[src/rtl/tlc_pkg.sv]
// -----------------------------------------------------------------------------
// tlc_pkg
//   Shared definitions for the intersection light controllers (fixed-time and
//   demand-driven): light codes, phase encodings, controller state encoding
//   and small helpers.
// -----------------------------------------------------------------------------
package tlc_pkg;

  // Per-approach light codes (pedestrian head: walk / flashing / don't-walk).
  localparam logic [2:0] LT_GRN = 3'b001;
  localparam logic [2:0] LT_YEL = 3'b010;
  localparam logic [2:0] LT_RED = 3'b100;

  // Phase encodings; the value is also the bit index in req/pend.
  localparam logic [1:0] PH_M  = 2'd0;  // main through
  localparam logic [1:0] PH_MT = 2'd1;  // main turn
  localparam logic [1:0] PH_S  = 2'd2;  // side street
  localparam logic [1:0] PH_P  = 2'd3;  // pedestrian

  typedef enum logic [1:0] {
    ST_GREEN  = 2'd0,
    ST_YELLOW = 2'd1,
    ST_ALLRED = 2'd2
  } tlc_state_t;

  function automatic logic [3:0] phase_onehot(input logic [1:0] ph);
    return 4'b0001 << ph;
  endfunction

  // Light shown by the owning approach in a given controller state.
  function automatic logic [2:0] owner_light(input tlc_state_t st);
    case (st)
      ST_GREEN:  return LT_GRN;
      ST_YELLOW: return LT_YEL;
      default:   return LT_RED;
    endcase
  endfunction

endpackage

[src/rtl/tlc_phase_scheduler_if.sv]
// -----------------------------------------------------------------------------
// tlc_phase_scheduler_if
//   Signal bundle between the phase scheduler and its environment.
//   req[3:0]       phase requests ([0] M, [1] MT, [2] S, [3] P)
//   light_M/MT/S/P 3-bit light codes per approach
//   phase          phase owning (or last owning) right-of-way
//   phase_start    one-cycle pulse on the first cycle of a new green
//   preempt        emergency preemption request   (TLC_PREEMPT_EN only)
//   preempt_act    registered preemption status   (TLC_PREEMPT_EN only)
//   Modports: slave = scheduler side, master = request/monitor side.
//   Optional feature macro: TLC_PREEMPT_EN.
// -----------------------------------------------------------------------------
interface tlc_phase_scheduler_if;

  logic [3:0] req;
  logic [2:0] light_M;
  logic [2:0] light_MT;
  logic [2:0] light_S;
  logic [2:0] light_P;
  logic [1:0] phase;
  logic       phase_start;
`ifdef TLC_PREEMPT_EN
  logic       preempt;
  logic       preempt_act;

  modport slave (
    input  req, preempt,
    output light_M, light_MT, light_S, light_P, phase, phase_start, preempt_act
  );
  modport master (
    output req, preempt,
    input  light_M, light_MT, light_S, light_P, phase, phase_start, preempt_act
  );
`else
  modport slave (
    input  req,
    output light_M, light_MT, light_S, light_P, phase, phase_start
  );
  modport master (
    output req,
    input  light_M, light_MT, light_S, light_P, phase, phase_start
  );
`endif

endinterface

[src/rtl/tlc_rr_pick.sv]
// -----------------------------------------------------------------------------
// tlc_rr_pick
//   Combinational 4-way round-robin picker. Searches pend starting at the
//   phase after the current one (phase+1, +2, +3, modulo 4); the current
//   phase itself is never picked.
//   pend  in  4  pending requests
//   phase in  2  current phase
//   next  out 2  chosen phase (PH_M when nothing pending)
//   valid out 1  a pending phase was found
// -----------------------------------------------------------------------------
module tlc_rr_pick
  import tlc_pkg::*;
(
  input  logic [3:0] pend,
  input  logic [1:0] phase,
  output logic [1:0] next,
  output logic       valid
);

  always_comb begin
    logic [1:0] idx;
    next  = PH_M;
    valid = 1'b0;
    idx   = '0;
    // Walk from the farthest candidate to the nearest so the nearest wins.
    for (int k = 3; k >= 1; k--) begin
      idx = phase + 2'(k);
      if (pend[idx]) begin
        next  = idx;
        valid = 1'b1;
      end
    end
  end

endmodule

[src/rtl/tlc_phase_scheduler.sv]
// -----------------------------------------------------------------------------
// tlc_phase_scheduler
//   Demand-driven phase scheduler. Latches requests, grants one green phase
//   at a time in round-robin order with min/max green, yellow and all-red
//   clearance timing, and drives registered per-approach light codes.
//   Ports:
//     clk  clock
//     rst  asynchronous active-high reset
//     bus  tlc_phase_scheduler_if.slave (requests in, lights/phase out)
//   Optional feature macro: TLC_PREEMPT_EN (emergency preemption to phase M).
// -----------------------------------------------------------------------------
module tlc_phase_scheduler
  import tlc_pkg::*;
#(
  parameter int TW        = 8,
  parameter int MIN_GREEN = 4,
  parameter int MAX_GREEN = 10,
  parameter int YELLOW_T  = 3,
  parameter int ALLRED_T  = 2
) (
  input  logic                   clk,
  input  logic                   rst,
  tlc_phase_scheduler_if.slave   bus
);

  tlc_state_t    st_reg, st_next;
  logic [1:0]    phase_reg, phase_next;
  logic [TW-1:0] timer_reg, timer_next;
  logic [3:0]    pend_reg, pend_next, pend_set;
  logic          start_reg, start_next;
  logic [11:0]   lights_reg, lights_next;
  logic          others;
  logic          go;
  logic [1:0]    pick_next;
  logic          pick_valid;

  // A request for the phase that is currently green extends that green
  // rather than queueing another service of it.
  genvar gi;
  generate
    for (gi = 0; gi < 4; gi++) begin : g_pend
      assign pend_set[gi] = pend_reg[gi] |
        (bus.req[gi] & ~((st_reg == ST_GREEN) && (phase_reg == 2'(gi))));
    end
  endgenerate

  assign others = |(pend_reg & ~phase_onehot(phase_reg));

  // Picker sees same-cycle arrivals so a request landing on the last
  // all-red cycle is still served next.
  tlc_rr_pick u_pick (
    .pend  (pend_set),
    .phase (phase_reg),
    .next  (pick_next),
    .valid (pick_valid)
  );

  always_comb begin
    st_next    = st_reg;
    phase_next = phase_reg;
    pend_next  = pend_set;
    start_next = 1'b0;
    go         = 1'b0;
    case (st_reg)
      ST_GREEN: begin
        go = others && (timer_reg >= TW'(MIN_GREEN - 1)) &&
             (!bus.req[phase_reg] || (timer_reg >= TW'(MAX_GREEN - 1)));
`ifdef TLC_PREEMPT_EN
        // Preemption cuts any non-M green short and pins M green.
        if (bus.preempt) go = (phase_reg != PH_M);
`endif
        if (go) st_next = ST_YELLOW;
      end
      ST_YELLOW: begin
        go = (timer_reg >= TW'(YELLOW_T - 1));
        if (go) st_next = ST_ALLRED;
      end
      ST_ALLRED: begin
        go = (timer_reg >= TW'(ALLRED_T - 1));
        if (go) begin
          st_next    = ST_GREEN;
          phase_next = pick_valid ? pick_next : PH_M;
`ifdef TLC_PREEMPT_EN
          if (bus.preempt) phase_next = PH_M;
`endif
          // Entering green consumes the request; clear beats a new req.
          pend_next  = pend_set & ~phase_onehot(phase_next);
          start_next = 1'b1;
        end
      end
      default: begin
        st_next = ST_GREEN;
        go      = 1'b1;
      end
    endcase
    timer_next = go ? '0 : ((&timer_reg) ? timer_reg : timer_reg + 1'b1);
  end

  // Lights are decoded from the next state so they change together with
  // the state register.
  generate
    for (gi = 0; gi < 4; gi++) begin : g_light
      assign lights_next[gi*3 +: 3] =
        (phase_next == 2'(gi)) ? owner_light(st_next) : LT_RED;
    end
  endgenerate

  always_ff @(posedge clk or posedge rst) begin
    if (rst) begin
      st_reg     <= ST_GREEN;
      phase_reg  <= PH_M;
      timer_reg  <= '0;
      pend_reg   <= '0;
      start_reg  <= 1'b0;
      lights_reg <= {LT_RED, LT_RED, LT_RED, LT_GRN};
    end else begin
      st_reg     <= st_next;
      phase_reg  <= phase_next;
      timer_reg  <= timer_next;
      pend_reg   <= pend_next;
      start_reg  <= start_next;
      lights_reg <= lights_next;
    end
  end

`ifdef TLC_PREEMPT_EN
  logic preempt_act_reg;
  always_ff @(posedge clk or posedge rst) begin
    if (rst) preempt_act_reg <= 1'b0;
    else     preempt_act_reg <= bus.preempt;
  end
  assign bus.preempt_act = preempt_act_reg;
`endif

  assign bus.light_M     = lights_reg[2:0];
  assign bus.light_MT    = lights_reg[5:3];
  assign bus.light_S     = lights_reg[8:6];
  assign bus.light_P     = lights_reg[11:9];
  assign bus.phase       = phase_reg;
  assign bus.phase_start = start_reg;

endmodule

[src/flat_wrapper.sv]
// flat-port wrapper written by rule: the top's interface ports become plain ports
module tlc_phase_scheduler_flat import tlc_pkg::*;
#(
  parameter int TW        = 8,
  parameter int MIN_GREEN = 4,
  parameter int MAX_GREEN = 10,
  parameter int YELLOW_T  = 3,
  parameter int ALLRED_T  = 2
)
  (clk, rst, bus_req, bus_light_M, bus_light_MT, bus_light_S, bus_light_P, bus_phase, bus_phase_start);
  tlc_phase_scheduler_if bus_i ();
  input  logic clk;
  input  logic rst;
  input wire logic [$bits(bus_i.req)-1:0] bus_req;
  output wire logic [$bits(bus_i.light_M)-1:0] bus_light_M;
  output wire logic [$bits(bus_i.light_MT)-1:0] bus_light_MT;
  output wire logic [$bits(bus_i.light_S)-1:0] bus_light_S;
  output wire logic [$bits(bus_i.light_P)-1:0] bus_light_P;
  output wire logic [$bits(bus_i.phase)-1:0] bus_phase;
  output wire logic [$bits(bus_i.phase_start)-1:0] bus_phase_start;
  assign bus_i.req = bus_req;
  assign bus_light_M = bus_i.light_M;
  assign bus_light_MT = bus_i.light_MT;
  assign bus_light_S = bus_i.light_S;
  assign bus_light_P = bus_i.light_P;
  assign bus_phase = bus_i.phase;
  assign bus_phase_start = bus_i.phase_start;
  tlc_phase_scheduler #(.TW(TW), .MIN_GREEN(MIN_GREEN), .MAX_GREEN(MAX_GREEN), .YELLOW_T(YELLOW_T), .ALLRED_T(ALLRED_T)) u_core (.clk(clk), .rst(rst), .bus(bus_i));
endmodule
[config.mk]
export PLATFORM = sky130hd
export DESIGN_NAME = tlc_phase_scheduler_flat
export DESIGN_NICKNAME = d
export VERILOG_FILES = /design/src/rtl/tlc_pkg.sv /design/src/rtl/tlc_phase_scheduler_if.sv /design/src/rtl/tlc_rr_pick.sv /design/src/rtl/tlc_phase_scheduler.sv /design/src/flat_wrapper.sv
export SDC_FILE = /design/constraint.sdc
export NUM_CORES = 1
export LEC_CHECK = 0
export ABC_AREA = 1
export CORE_AREA = 10 10 85 87
export DETAILED_ROUTE_END_ITERATION = 8
export DIE_AREA = 0 0 95 97
export GPL_TIMING_DRIVEN = 1
export PLACE_DENSITY = 0.5
export SYNTH_ARGS = -nofsm -noshare
export SYNTH_HDL_FRONTEND = slang
export SYNTH_SLANG_ARGS = --single-unit
[constraint.sdc]
create_clock -name clk -period 2.1 [get_ports clk]
set_input_delay 0.42 -clock clk [delete_from_list [all_inputs] [get_ports clk]]
set_output_delay 0.42 -clock clk [all_outputs]
set_load 0.01 [all_outputs]
==> metrics.yaml, run 1 <==
status:
  outcome: "completed"
critical_path:
  path_cells: "buf_4, ha_1, nand2_1, nand2_2, nand3_1, nand2_1, o21ai_1, nand2_1, nand2_1, nand2_2, nand2_4, nand2_4, nand2_2, nor2_1"
  critPathArrivalTime_ns: 2.02
  critPathRequiredTime_ns: 2.26
  crit_slowest_cell: "dfrtp_1"
  cpPeakStageDelay_ns: 0.41
  critical_path.max_fanout: 6
  crit_type: "reg -> reg"
  critPathTopFamily: "simple AND/OR/NAND/NOR gates"
  crit_path_start_kind: "register"
  critPathBufInv: 1
  cp_common_cell: "nand2_1"
  setup.worst_path.end_class: "register"
power_and_ir_drop:
  switching_share_pct: 44.53
  seq_power_share_pct: 29.4
  pwr-share-clk_pct: 14.6
  leakagePower_nw: 0.9599
  intPower_mw: 1.656
  ir_worst_vdd_mv: 0.4369
  p_switching_mw: 1.330
  power.density_nw_per_um2: 1484
  p_comb_share_pct: 56.0
finish:
  multi_input_area_um2: 757.0
  area_growth_pct: 25.82
  layout_commonest_cell: "nand2_1"
  drive_above_1_share_pct: 16.96
  fin_util_pct: 36.76
  register_area_um2: 732.0
  largest_reg_flops: 12
  fin_cells: 302
  final_net_count: 243
  diodes: 0
  fill_cells: 609
  layout_common_cells: "33 x nand2_1, 28 x inv_1, 27 x nor2_1"
global_routing:
  grt_pass1_vias: 1368
  grt_util_met2_pct: 13.39
  met1_usage_pct: 11.26
  grtUsageTotal_pct: 8.984
  antenna_found_initial: 0
  grt.busiest_layer: "met2"
  grt_overflow: 0
  grt_use_met3_pct: 2.621
  grt_max_degree: 30
  grt_pass1_wl_um: 6575
drt:
  first_pass_iters: 4
  postRouteAntennaNets: 0
  wirelength_um: 3672
  vias: 1333
  wl_per_cell_um: 12.16
  remaining_drc_errors: 0
  first_iter_violations: 50
  vias_per_cell: 4.414
sta:
  setup-tns-final_ns: 0
  drv_slew: 0
  setup_viol: 0
  worstMarginPinSlew_ns: 0.3750
  rsz0062_at_grt: "no"
  final-hold-violation-count: 0
  fin_skew_ns: 0.007229
  min_period_over_period_pct: 88.93
  post-route-min-period_ns: 1.868
  max_freq_ghz: 0.5355
  relSlewSlack_pct: 75.00
place:
  port-buffer-count: 20
  dp.cells: 294
  gp_congestion: 0.8165
  dpl.hpwl_um: 2772
yosys:
  ys.flop_type: "dfrtp_1"
  syn_nets: 213
  yosysUniqueCellTypes: 30
  ys_seq_area_share_pct: 45.70
  syn_area_per_cell_um2: 8.035
  synth_edf_count: 0
  yosysWarnings: 0
  async_flop_share_pct: 100.0
  syn_area_um2: 1599
  synth-seq-cells: 29
  postSynthCellCount: 199
flow_run:
  max_cap_viol_count: 0
clock_network:
  ctsLongestPathBuffers: 2
  cts.sinks: 29
  root_buffer: "clkbuf_8"
  clkTransAtPathRegs_ns: 0.07
  numCtsBuffers: 5
  cts_tree: "built"
  insertion_delay_ns: 0.28
  cts_setup_buffers: 0
  cts-htree-levels: 2
die:
  coreArea_um2: 5473
  initial_utilization_pct: 29.22
  die_w_um: 95
  ios: 21
  row_count: 27
  die_y_um: 97
  dieArea_um2: 9215
min_path:
  hp-class: "in -> async"
==> final timing paths <==
path	start	to	slack, ns	cells after the start
min reg2reg	u_core.pend_reg[1]	u_core.pend_reg[1]	0.53	2
max	u_core.bus.phase[1]	u_core.lights_reg[1]	0.23	14
max reg2reg	u_core.bus.phase[1]	u_core.lights_reg[1]	0.23	14
max in group asynchronous	rst	u_core.lights_reg[0]	1.27	3
min in group clk	u_core.pend_reg[1]	u_core.pend_reg[1]	0.53	2
min	rst	u_core.bus.phase[1]	0.51	3
==> synth_stat cells (2+ instances only) <==
library cell / number / area share [%]
nand3_1: 24 / 7.5
o21ai_0: 4 / 1.3
o21ai_1: 2 / 0.63
nor2_1: 27 / 6.3
a211oi_1: 3 / 1.4
dfstp_2: 4 / 6.6
ha_1: 8 / 6.3
nor3_1: 4 / 1.3
dfrtp_1: 25 / 39
a21oi_1: 6 / 1.9
nand2_2: 8 / 3.1
nand2_1: 37 / 8.7
inv_1: 30 / 7.0
==> kinds of logic (layout without fill, tap and decap cells) <==
family	after synthesis	in the layout	synth area share (%)
buffers and inverters	32	63	8.216
AOI/OAI and AO/OA	19	19	7.043
xor gates and xnor gates	1	1	0.5478
adders and majority gates	8	8	6.260
and+or+nand+nor	110	110	32.24
DFF	29	29	45.70
==> layer usage <==
| metal | vias up | wire length (µm) |
|---|---|---|
| li1 | 689 | - |
| met1 | 611 | 1690 |
| met2 | 27 | 1699 |
| met3 | 6 | 192 |
| met4 | 0 | 90 |
| met5 | - | 0 |
==> area by class of cell <==
cell class	count	area share (%)
multi-input combinational	138	37.62
clock inverter	2	0.4975
sequential	29	36.38
tap	72	4.478
clock buffer	6	3.607
inverter	30	5.597
timing repair buffer	25	11.82
==> per-stage QoR <==
step | power [mW] | area (µm²) | worst slack (ns) | hold slack (ns)
after global placement | 2.555 | 1908 | 0.05188 | 0.5334
final | 2.986 | 2012 | 0.2325 | 0.5107
after detailed placement | 2.542 | 1908 | 0.07464 | 0.5318
after floorplan | 2.012 | 1599 | 0.2264 | 0.4910
after global routing | 3.333 | 2012 | 0.007822 | 0.5491
after CTS | 2.996 | 1991 | 0.09958 | 0.5184
==> worst reg2reg max path, delay by kind of cell (launching register included) <==
kind                     cells  cell delay (ns)
AND/OR/NAND/NOR             11             0.82
flip-flops                   1             0.41
buffers and inverters        1             0.17
adder cells (fa/ha/maj)      1             0.19
AO/OA/AOI/OAI                1             0.13
==> power by group through the flow <==
stage	sequential (mW)	combinational, mW	clock, mW
3_3_place_gp	0.889	1.67	0
6_report	0.877	1.67	0.436
5_1_grt	0.903	1.95	0.478
4_1_cts	0.878	1.67	0.451
2_1_floorplan	0.926	1.09	0
3_5_place_dp	0.883	1.66	0
==> repair_timing <==
action	4_1_cts	5_1_grt
setup endpoints to repair	0	21
hold buffers	0	0
resized for setup	0	9
Power figures use the tool's default switching activity.
==> run 2, diff against run 1 <==
==> constraint.sdc (replaced) <==
create_clock -name clk -period 2.1 [get_ports clk]
set_input_delay 0.63 -clock clk [delete_from_list [all_inputs] [get_ports clk]]
set_output_delay 0.63 -clock clk [all_outputs]
set_load 0.01 [all_outputs]
==> run 2 against run 1 <==
Against the previous run: total power up 10%; non-clock buffer count up 12; utilization up 2.1 points; clock skew down 0.0037 ns; global-route usage down 0.094 points; final cell count up 4.0%; die area unchanged; flip-flop and latch count unchanged; sequential power about the same.
==> metrics.yaml, run 2 (synthesis results as in run 1) <==
finish:
  layout_commonest_cell: "nand2_1"
  layout_common_cells: "36 x nand2_1, 29 x inv_1, 27 x nor2_1"
  area_growth_pct: 32.86
  largest_reg_flops: 12  # unchanged
  final_area_um2: 2125  # +5.6%
  drive_above_1_share_pct: 19.42  # +2.5 points
  diodes: 0  # unchanged
  fill_cells: 587  # -3.6%
  final_net_count: 255  # +4.9%
die:
  dieArea_um2: 9215  # unchanged
  die_y_um: 97  # unchanged
  row_count: 27  # unchanged
  ios: 21  # unchanged
  coreArea_um2: 5473  # unchanged
  die_w_um: 95  # unchanged
  initial_utilization_pct: 29.22  # unchanged
clock_network:
  root_buffer: "clkbuf_8"
  cts_setup_buffers: 0  # unchanged
  insertion_delay_ns: 0.27  # about the same
  clkTransAtPathRegs_ns: 0.06  # about the same
  cts.sinks: 29  # unchanged
  cts_tree: "built"
  cts-htree-levels: 2  # unchanged
  numCtsBuffers: 5  # unchanged
  ctsLongestPathBuffers: 2  # unchanged
  hold_buffers: 0  # unchanged
min_path:
  hp-start: "u_core.pend_reg[1]"
  hp-class: "reg -> reg"
  min_to: "u_core.pend_reg[1]"
  hold_depth: 2
power_and_ir_drop:
  leakagePower_nw: 1.031  # +7.4%
  intPower_mw: 1.944  # +17%
  p_comb_share_pct: 55.4  # -0.6 points
  ir_worst_vdd_mv: 0.5090  # +17%
  pwr-share-clk_pct: 17.9  # +3.3 points
  p_switching_mw: 1.346  # +1.3%
  power.density_nw_per_um2: 1549  # +4.4%
  seq_power_share_pct: 26.7  # -2.7 points
  switching_share_pct: 40.91  # -3.6 points
sta:
  final-hold-violation-count: 0  # unchanged
  min_period_over_period_pct: 93.25  # +4.3 points
  setup_viol: 0  # unchanged
  worstMarginPinSlew_ns: 0.3751  # +0.00006831 ns
  post-route-min-period_ns: 1.958  # +0.09064 ns
  drv_slew: 0  # unchanged
  rsz0062_at_grt: "no"
  relSlewSlack_pct: 74.99  # about the same
  fin_skew_ns: 0.003533  # -0.003696 ns
  setup-tns-final_ns: 0  # unchanged
  max_freq_ghz: 0.5107  # -4.6%
place:
  dpl.hpwl_um: 2866  # +3.4%
  placed_cell_area_um2: 1998  # +4.7%
  port-buffer-count: 20  # unchanged
  gp_congestion: 0.7507  # -8.1%
global_routing:
  grtUsageTotal_pct: 8.889  # -0.094 points
  grt_overflow: 0  # unchanged
  antenna_found_initial: 0  # unchanged
  grt_pass1_vias: 1456  # +6.4%
  grt_pass1_wl_um: 6651  # +1.2%
  grt_max_degree: 30  # unchanged
drt:
  wirelength_um: 3666  # -0.16%
  first_iter_violations: 21  # -58%
  vias: 1366  # +2.5%
  first_pass_iters: 4  # unchanged
  wl_per_cell_um: 11.68  # -4.0%
  remaining_drc_errors: 0  # unchanged
  postRouteAntennaNets: 0  # unchanged
  vias_per_cell: 4.350  # -1.4%
critical_path:
  r2r_cells: 13  # -1
  crit_type: "reg -> out"
  critical_path.max_fanout: 1  # -5
  setup.worst_path.end_class: "output port"
  critPathArrivalTime_ns: 1.33  # -0.69 ns
  cpPeakStageDelay_ns: 0.53  # +0.12 ns
  path_cells: "clkdlybuf4s50_1"
  r2r_slack_ns: 0.20  # -0.03 ns
  crit_slowest_cell: "clkdlybuf4s50_1"
  critPathRequiredTime_ns: 1.47  # -0.79 ns
  r2r_start: "u_core.bus.phase[1]"
  critPathTopFamily: "buffers and inverters"
  worst_r2r_endpoint: "u_core.lights_reg[9]"
  crit_path_start_kind: "register"
  critPathBufInv: 1  # unchanged
flow_run:
  max_cap_viol_count: 0  # unchanged
status:
  outcome: "completed"
[run 2: cell types whose count changed in the layout (fill, tap and decap cells not counted), sizes merged]
cell    before  now
buf          5   17
bufinv       0    1
clkbuf       6    7
clkinv       2    0
[run 2: through the flow]
stage	instances	power, mW	utilization (%)	worst slack [ns]	hold slack (ns)
2_1_floorplan	199	2.012	-	0.2264	0.4910
3_3_place_gp	306	2.718	36.51	-0.08734	0.5133
3_5_place_dp	306	2.713	36.51	-0.09218	0.5187
4_1_cts	314	3.329	38.64	0.1046	0.5324
5_1_grt	314	3.637	38.82	0.009288	0.5622
6_report	314	3.291	38.82	0.1418	0.5244
[run 2: what timing repair did]
action	CTS	global route
endpoints found under the hold margin	0	0
setup endpoints to repair	0	14
gates resized for setup	0	5
[run 2: power by group through the flow]
stage | Sequential, mW | Combinational (mW) | Clock [mW]
CTS | 0.877 | 1.84 | 0.614
finish | 0.880 | 1.82 | 0.588
detailed placement | 0.883 | 1.83 | 0
floorplan | 0.926 | 1.09 | 0
global placement | 0.883 | 1.84 | 0
global route | 0.905 | 2.09 | 0.642
[run 2: how the worst max path moves through the flow]
| stage | from | cells past startpoint | slack [ns] | endpoint |
|---|---|---|---|---|
| after floorplan | u_core.bus.phase[0] | 14 | 0.23 | u_core.pend_reg[2] |
| after global placement | bus_req[3] | 11 | -0.09 | u_core.lights_reg[9] |
| after detailed placement | bus_req[2] | 12 | -0.09 | u_core.lights_reg[11] |
| after CTS | u_core.bus.phase[0] | 1 | 0.10 | bus_phase[0] |
| after global routing | u_core.bus.phase[1] | 14 | 0.009 | u_core.lights_reg[11] |
| final | u_core.lights_reg[5] | 1 | 0.14 | bus_light_MT[2] |
[run 2: layer usage]
| metal | vias up | global-route usage, % | share of wire, % |
|---|---|---|---|
| met5 | - | 0 | 0 |
| met4 | 0 | 4.119 | 1.8 |
| met3 | 6 | 2.621 | 4.7 |
| met2 | 21 | 14.13 | 47 |
| met1 | 623 | 10.62 | 47 |
| li1 | 716 | - | - |
[run 2: worst min-delay path: stages, from the launching register on]
cell and delay, ns:
dfrtp_1 0.34, a21oi_1 0.05, a21oi_1 0.10
[run 2: area by class of cell]
cell class | instances | area [µm²] | share of cell area, %
clock inverter | 1 | 30.03 | 1.413
multi-input combinational | 138 | 744.5 | 35.04
clock buffer | 7 | 86.33 | 4.064
tap | 72 | 90.09 | 4.240
inverter | 30 | 112.6 | 5.300
timing repair buffer | 37 | 327.8 | 15.43
sequential | 29 | 733.2 | 34.51
==> run 3, diff against run 2 <==
--- a/config.mk
+++ b/config.mk
@@ -11,6 +11,7 @@
 export DIE_AREA = 0 0 95 97
 export GPL_TIMING_DRIVEN = 1
 export PLACE_DENSITY = 0.5
+export SETUP_SLACK_MARGIN = 0.1
 export SYNTH_ARGS = -nofsm -noshare
 export SYNTH_HDL_FRONTEND = slang
 export SYNTH_SLANG_ARGS = --single-unit
==> run 3 against run 2 <==
Against the previous run: combinational power is 13% higher; utilization is 2.1 points higher; total power is 7.1% higher; non-clock buffer count is 5 higher; via count is 2.2% higher; setup slack better by 0.0040 ns; cell area is 5.5% higher; largest cell class unchanged; highest routed layer unchanged.
==> metrics.yaml, run 3 (synthesis results as in run 1) <==
status:
  outcome: "completed"
power_and_ir_drop:
  switching_share_pct: 41.80  # +0.89 points
  ir_worst_vdd_mv: 0.5299  # +4.1%
  pwr-share-clk_pct: 16.8  # -1.1 points
  p_switching_mw: 1.472  # +9.4%
  intPower_mw: 2.051  # +5.5%
  power.density_nw_per_um2: 1572  # +1.5%
  leakagePower_nw: 1.079  # +4.7%
  seq_power_share_pct: 24.8  # -1.9 points
  p_comb_share_pct: 58.3  # +2.9 points
drt:
  remaining_drc_errors: 0  # unchanged
  wl_per_cell_um: 11.96  # +2.4%
  first_iter_violations: 47  # +120%
  first_pass_iters: 4  # unchanged
  vias_per_cell: 4.376  # +0.59%
  wirelength_um: 3814  # +4.0%
  postRouteAntennaNets: 0  # unchanged
  vias: 1396  # +2.2%
sta:
  timing.hold.ws_ns: 0.5248  # +0.0003470 ns
  relSlewSlack_pct: 74.61  # -0.38 points
  worstMarginPinSlew_ns: 0.3783  # +0.003161 ns
  fin_skew_ns: 0.004325  # +0.0007918 ns
  min_period_over_period_pct: 93.05  # -0.19 points
  setup_viol: 0  # unchanged
  post-route-min-period_ns: 1.954  # -0.004029 ns
  max_freq_ghz: 0.5117  # +0.21%
  final-hold-violation-count: 0  # unchanged
  rsz0062_at_grt: "yes"
  drv_slew: 0  # unchanged
critical_path:
  critPathArrivalTime_ns: 1.32  # about the same
  path_cells: "buf_4, clkdlybuf4s50_1"
  critPathRequiredTime_ns: 1.47  # about the same
  crit_slowest_cell: "clkdlybuf4s50_1"
  setup.worst_path.end_class: "output port"
  cpPeakStageDelay_ns: 0.47  # -0.06 ns
  r2r_cells: 14  # +1
  critical_path.max_fanout: 4  # +3
  crit_type: "reg -> out"
  crit_path_start_kind: "register"
global_routing:
  grt_pass1_wl_um: 6651  # unchanged
  grtUsageTotal_pct: 8.889  # unchanged
  grt_pass1_vias: 1456  # unchanged
  antenna_found_initial: 0  # unchanged
  grt_max_degree: 30  # unchanged
  grt_overflow: 0  # unchanged
finish:
  layout_common_cells: "33 x nand2_1, 26 x inv_1, 24 x nor2_1"
  fill_cells: 574  # -2.2%
  drive_above_1_share_pct: 27.94  # +8.5 points
  area_growth_pct: 40.14
  largest_reg_flops: 12  # unchanged
  diodes: 0  # unchanged
  final_area_um2: 2241  # +5.5%
  layout_commonest_cell: "nand2_1"
  final_net_count: 260  # +2.0%
clock_network:
  insertion_delay_ns: 0.28  # about the same
  cts_tree: "built"
  ctsLongestPathBuffers: 2  # unchanged
  cts-htree-levels: 2  # unchanged
  cts.sinks: 29  # unchanged
  root_buffer: "clkbuf_8"
  hold_buffers: 0  # unchanged
  numCtsBuffers: 5  # unchanged
  clkTransAtPathRegs_ns: 0.06  # about the same
min_path:
  hold_depth: 2  # unchanged
  hp-class: "reg -> reg"
die:
  row_count: 27  # unchanged
  coreArea_um2: 5473  # unchanged
  die_y_um: 97  # unchanged
  initial_utilization_pct: 29.22  # unchanged
  die_w_um: 95  # unchanged
  dieArea_um2: 9215  # unchanged
  ios: 21  # unchanged
place:
  dpl.hpwl_um: 2866  # unchanged
  gp_congestion: 0.7507  # unchanged
  port-buffer-count: 20  # unchanged
  placed_cell_area_um2: 1998  # unchanged
flow_run:
  max_cap_viol_count: 0  # unchanged
[run 3: cell types whose count changed in the layout (fill, tap and decap cells not counted), sizes merged]
| cell | before | now |
|---|---|---|
| dlymetal6s2s | 0 | 2 |
| clkdlybuf4s50 | 20 | 18 |
| buf | 17 | 22 |
[run 3: power by group through the flow]
stage / sequential [mW] / combinational, mW / clock [mW]
after floorplan: 0.926 / 1.09 / 0
after global placement: 0.883 / 1.84 / 0
after detailed placement: 0.883 / 1.83 / 0
after CTS: 0.877 / 1.84 / 0.614
after global routing: 0.899 / 2.32 / 0.642
final: 0.875 / 2.06 / 0.592
[run 3: layout make-up]
type | count | area, µm² | share of cell area (%)
clock buffer | 7 | 86.33 | 3.853
clock inverter | 1 | 30.03 | 1.340
inverter | 30 | 112.6 | 5.025
multi-input combinational | 138 | 818.3 | 36.52
sequential | 29 | 733.2 | 32.72
tap | 72 | 90.09 | 4.020
timing repair buffer | 42 | 370.4 | 16.53
[run 3: final timing paths]
| path | start | to | slack (ns) |
|---|---|---|---|
| worst max register to register | u_core.bus.phase[1] | u_core.lights_reg[1] | 0.19 |
| min in group asynchronous | rst | u_core.lights_reg[7] | 0.72 |
| worst max-delay path | u_core.bus.phase[1] | bus_phase[1] | 0.15 |
| max in group asynchronous | rst | u_core.lights_reg[11] | 1.07 |
| worst min register to register | u_core.pend_reg[1] | u_core.pend_reg[1] | 0.52 |
| worst min-delay path | u_core.pend_reg[1] | u_core.pend_reg[1] | 0.52 |
[run 3: critical path, delay by kind of cell (launching register included)]
kind / cells / cell delay [ns]
buffers and inverters: 2 / 0.62
flip-flops: 1 / 0.43
[run 3: what timing repair did]
| item | in CTS | in global routing |
|---|---|---|
| resized for setup | 0 | 29 |
| endpoints found under the setup margin | 0 | 23 |
| buffers inserted | 0 | 5 |
[run 3: per-stage QoR]
stage,setup TNS [ns],total power [mW],std cells,utilization (%),setup WS (ns)
floorplan,0,2.012,199,-,0.2264
global placement,-0.9291,2.718,306,36.51,-0.08734
detailed placement,-1.163,2.713,306,36.51,-0.09218
CTS,0,3.329,314,38.64,0.1046
global route,0,3.859,319,40.95,0.05118
finish,0,3.523,319,40.95,0.1459
[run 3: routing by layer]
metal	track usage [%]	wire, µm
met1	10.62	1821
met2	14.13	1745
met3	2.621	181
met4	4.119	66
met5	0	0
